===== src/rtl/lfsr_prng_gen.sv =====
// lfsr_prng_gen: Fibonacci LFSR pseudo-random word generator.
// Each accepted request steps the LFSR SHIFTS times, then publishes the low
// OUT_W bits of the final state as a word, together with a registered
// (word < thresh) hit flag.
//
// Handshake: req is a level sampled only while idle. Once accepted, busy is
// high for exactly SHIFTS cycles, then valid pulses for one cycle with word/hit
// updated. req seen while busy is ignored (not queued). seed_load aborts any
// word in flight and suppresses its valid.
//
// Optional build macro: LFSR_ZERO_GUARD_EN
//   defined   -> a zero seed loads SEED, and a zero state is replaced by SEED.
//   undefined -> seed_in loaded verbatim; a zero seed locks the LFSR at 0.
module lfsr_prng_gen #(
    parameter int               WIDTH  = 10,
    parameter logic [WIDTH-1:0] TAPS   = 10'h240,
    parameter logic [WIDTH-1:0] SEED   = 10'd88,
    parameter int               OUT_W  = 5,
    parameter int               SHIFTS = 5
) (
    input  logic             clk,
    input  logic             rst,
    input  logic             seed_load,
    input  logic [WIDTH-1:0] seed_in,
    input  logic             req,
    input  logic [OUT_W-1:0] thresh,
    output logic             busy,
    output logic             valid,
    output logic [OUT_W-1:0] word,
    output logic             hit,
    output logic [WIDTH-1:0] state_o
);

    localparam int CNT_W = $clog2(SHIFTS + 1);

    typedef enum logic {
        IDLE  = 1'b0,
        SHIFT = 1'b1
    } fsm_t;

    fsm_t             fsm_q;
    fsm_t             fsm_d;
    logic [CNT_W-1:0] cnt_q;
    logic [WIDTH-1:0] lfsr_q;
    logic [WIDTH-1:0] lfsr_step;
    logic [WIDTH-1:0] seed_mux;
    logic             lfsr_zero;
    logic             last_step;
    logic             valid_q;
    logic [OUT_W-1:0] word_q;
    logic             hit_q;

    // One Fibonacci step: shift left, feedback is the parity of tapped bits.
    assign lfsr_step = {lfsr_q[WIDTH-2:0], ^(lfsr_q & TAPS)};

    // The SHIFTS-th step of a word is the one taken while cnt holds SHIFTS-1.
    assign last_step = (fsm_q == SHIFT) && (cnt_q == CNT_W'(SHIFTS - 1));

`ifdef LFSR_ZERO_GUARD_EN
    // Zero would lock the XOR LFSR, so substitute the default seed.
    assign seed_mux  = (seed_in == '0) ? SEED : seed_in;
    assign lfsr_zero = (lfsr_q == '0);
`else
    // Seed is taken verbatim; a zero seed intentionally locks the LFSR.
    assign seed_mux  = seed_in;
    assign lfsr_zero = 1'b0;
`endif

    // FSM state register: reset and seed_load both return to IDLE.
    always_ff @(posedge clk) begin
        if (rst) begin
            fsm_q <= IDLE;
        end else if (seed_load) begin
            fsm_q <= IDLE;
        end else begin
            fsm_q <= fsm_d;
        end
    end

    // FSM next state: accept req only when idle, leave SHIFT on the last step.
    always_comb begin
        fsm_d = fsm_q;
        case (fsm_q)
            IDLE:    if (req) fsm_d = SHIFT;
            SHIFT:   if (last_step) fsm_d = IDLE;
            default: fsm_d = IDLE;
        endcase
    end

    // FSM outputs: busy is a pure decode of the state register.
    always_comb begin
        busy = (fsm_q == SHIFT);
    end

    // Step counter: counts steps within a word, cleared outside SHIFT.
    always_ff @(posedge clk) begin
        if (rst || seed_load) begin
            cnt_q <= '0;
        end else if (fsm_q == SHIFT) begin
            cnt_q <= last_step ? '0 : cnt_q + 1'b1;
        end else begin
            cnt_q <= '0;
        end
    end

    // LFSR register: advances only in SHIFT; seed_load overrides stepping.
    always_ff @(posedge clk) begin
        if (rst) begin
            lfsr_q <= SEED;
        end else if (seed_load) begin
            lfsr_q <= seed_mux;
        end else if (lfsr_zero) begin
            lfsr_q <= SEED;
        end else if (fsm_q == SHIFT) begin
            lfsr_q <= lfsr_step;
        end
    end

    // Result registers: word/hit capture on the last step and hold otherwise;
    // thresh is only looked at on that edge.
    always_ff @(posedge clk) begin
        if (rst) begin
            valid_q <= 1'b0;
            word_q  <= '0;
            hit_q   <= 1'b0;
        end else if (seed_load) begin
            valid_q <= 1'b0;
        end else begin
            valid_q <= last_step;
            if (last_step) begin
                word_q <= lfsr_step[OUT_W-1:0];
                hit_q  <= (lfsr_step[OUT_W-1:0] < thresh);
            end
        end
    end

    assign valid   = valid_q;
    assign word    = word_q;
    assign hit     = hit_q;
    assign state_o = lfsr_q;

endmodule


===== config.mk =====
export PLATFORM = sky130hd
export DESIGN_NAME = lfsr_prng_gen
export DESIGN_NICKNAME = d
export VERILOG_FILES = /design/src/rtl/lfsr_prng_gen.sv
export SDC_FILE = /design/constraint.sdc
export NUM_CORES = 1
export LEC_CHECK = 0
export BUFFER_PORTS_ARGS = -buffer_cell sky130_fd_sc_hd__buf_2
export CORE_UTILIZATION = 55
export CTS_BUF_LIST = sky130_fd_sc_hd__clkbuf_2
export DETAILED_ROUTE_END_ITERATION = 10
export GPL_ROUTABILITY_DRIVEN = 0
export MAX_ROUTING_LAYER = met4
export PLACE_DENSITY = 0.86
export SYNTH_ARGS = -nofsm -noshare
export SYNTH_HDL_FRONTEND = slang
export SYNTH_SLANG_ARGS = --single-unit

===== constraint.sdc =====
create_clock -name clk -period 2.9 [get_ports clk]
set_clock_uncertainty 0.2 [all_clocks]
set_input_delay 0.58 -clock clk [delete_from_list [all_inputs] [get_ports clk]]
set_output_delay 0.58 -clock clk [all_outputs]
set_load 0.05 [all_outputs]

==> reports/qor.txt <==
Area of the multi-input gates -> 547 µm²
Max Slew Vio Count -> 0
Vias in the first global route -> 815
Crit path DAT -> 1.07 ns
Worst-Skew Late Latency -> 0.32 ns
Critical path depth in cells -> 1
Area growth, synth to finish -> 12.3%
Post-synth top area share -> 38.3%
Power Density -> 442 nW/µm²
Critical path cell sequence -> buf_2
Crit path largest cell delay -> 0.45 ns
Launching point of the worst reg2reg path -> cnt_q[0]
Mapped cell area -> 1100 µm²
Num ports -> 37
Status -> completed
Most numerous cell in the Yosys netlist -> dfxtp_1
RR Endpoint -> hit
Max-Cap Viols -> 0
Post-synth top cells -> dfxtp_1, nor2_1, mux2i_1, buf_4, mux2_1
Worst slew pin tran -> 0.341 ns
Crit path to -> state_o[3]
Pwr Total -> 0.544 mW
Ys flop type -> dfxtp_1
WL/cell -> 12.5 µm
# hold bufs at CTS -> 0
Setup crit end kind -> primary output
Synthesis-stage register bit count -> 21
Total core area -> 1800 µm²
TritonCTS clock tree -> built
Antenna diodes -> 0
Post-synth top area cell -> dfxtp_1
Fin crit share -> 63.9%
Slowest-stage cell, CP -> dfxtp_1
DPL Wire Length -> 1.59 mm
CP bufs+invs -> 1
Antenna violation net count after detailed routing -> 0
Drt first-iter violations -> 8
# DRC -> 0
Combinational family with the most area after synthesis -> multiplexers
# rows -> 15
Chip width -> 46.7 µm
Crit. Startpoint -> state_o[3]
Seq/Total Area, Yosys -> 38.3%
RSZ-0062 raised after global routing -> no
CTS H-tree lvls -> 1
Mux cell area share after synthesis -> 22.0%
Hold WC Path Type -> primary input to register
Largest net degree at the start of global routing -> 21
Startpoint Class -> register
Critical path class -> register to primary output
Setup slack, reg-to-reg -> 1.21 ns
FMAX -> 540 MHz
Worst IR Drop VDD -> 0.000284 V
Clock buffer depth -> 2
Postcts setup bufs -> 0
Final wirelength -> 2.05 mm
Worst R2R Path Depth -> 5
Via count -> 829
Worst Path Required -> 2.12 ns
Setup TNS -> 0 ns
Clock Pin Slew Worst Setup and Hold Paths -> 0.19 ns
Cts bufs inserted -> 3
Crit-path max FO -> 5
Top delay family on crit path -> flip-flops
# nets final -> 165
Die footprint -> 2180 µm²
Final min period -> 1.85 ns
Ys async rst share -> 0%
Clk sink count -> 21
Grt ovf -> 0
Relative max-transition margin -> 77.1%
Post-Syn Instances -> 113
Hold Fails Final Rpt -> 0
Syn. warnings -> 0
Core Util, Final -> 68.4%
Initial core utilization -> 60.9%
Setup violators final -> 0
Root Driver -> clkbuf_2
Die Y -> 46.7 µm
Initial antenna violation count -> 0
Port bufs -> 36
Worst slack at placement -> 0.974 ns
FF/Latch Area -> 420 µm²
Fillcell total -> 156
Syn_area_per_cell -> 9.71 µm²
Post-CTS Resized -> 0
Share of cells above drive strength 1 -> 30.9%
Simple-Gate Fraction of Synth Area -> 15.3%
Synth Area in XOR/XNOR -> 0.798%
Area share of fa/ha/maj cells after synthesis -> 6.84%
Pleak -> 0.671 nW
Post-synth cell types -> 26
Number of flops mapped to enable cells by yosys -> 0
Post-synth net total -> 138
GRT Total Usage -> 22.8%
Drt pass-1 iters -> 3
Vias per cell -> 5.05
Synth Area in Compound Gates -> 4.90%
First-pass GRT wire length -> 3.35 mm
Synth top area cells -> dfxtp_1, mux2i_1, mux2_1, buf_4, ha_1
Final worst setup slack -> 1.05 ns
-- tightest hold or removal path, cell delays in order --
cell	delay [ns]
buf_2	0.07
mux2i_1	0.05
nand2b_1	0.06
-- power breakdown --
group          internal [mW]  leakage, nW  switching, mW
combinational         0.0409        0.483         0.0705
clock                 0.0365       0.0166         0.0864
sequential             0.299        0.172         0.0104
-- placed cells by master, fill, tap and decap left out, types with 2 or more instances in the layout --
| master | instances |
|---|---|
| a21oi_1 | 3 |
| buf_2 | 36 |
| clkbuf_2 | 4 |
| dfxtp_1 | 21 |
| ha_1 | 6 |
| inv_1 | 7 |
| mux2_1 | 9 |
| mux2i_1 | 14 |
| nand2_1 | 3 |
| nand2b_1 | 4 |
| nand3_1 | 2 |
| nor2_1 | 16 |
| o21ai_0 | 2 |
-- how the worst min path moves through the flow --
stage | start | endpoint | slack [ns] | depth (start not counted)
final | seed_in[4] | state_o[4] | 0.26 | 3
after global routing | seed_in[0] | state_o[0] | 0.25 | 3
after CTS | seed_in[3] | state_o[3] | 0.26 | 3
after detailed placement | cnt_q[0] | cnt_q[0] | 0.25 | 1
after global placement | cnt_q[0] | cnt_q[0] | 0.23 | 1
after floorplan | cnt_q[0] | cnt_q[0] | 0.22 | 1
-- cells by family after synthesis --
| logic type | count (synthesis) |
|---|---|
| simple gates | 32 |
| mux | 23 |
| buf+inv | 22 |
| flops | 21 |
| compound gates | 8 |
| fa+ha+maj | 6 |
| xor+xnor | 1 |
-- state kept, by name (all words and copies together) (netlist names) --
name     count
state_o     10
hit          1
word         5
valid        1
cnt_q        3
busy         1
-- stage by stage --
step                      hold slack [ns]  cell area, µm²  std cells
after floorplan                     0.217            1100        113
after global placement              0.228            1210        160
after detailed placement            0.245            1210        160
after CTS                           0.256            1230        164
after global routing                0.248            1230        164
final                               0.264            1230        164
-- per-layer routing --
layer	vias to the layer above	routed length [µm]	track usage [%]
li1	422	-	-
met1	378	899	28.0
met2	24	1020	34.7
met3	5	86	3.53
met4	0	44	13.7
met5	-	0	-
-- area by class of cell --
cell class / count / area share (%)
Multi-Input combinational cell: 70 / 44.4
Sequential cell: 21 / 34.1
Timing Repair Buffer: 37 / 15.2
Tap cell: 25 / 2.54
Inverter: 7 / 2.13
Clock buffer: 4 / 1.62
No activity file was read; power rests on OpenSTA's default activity.
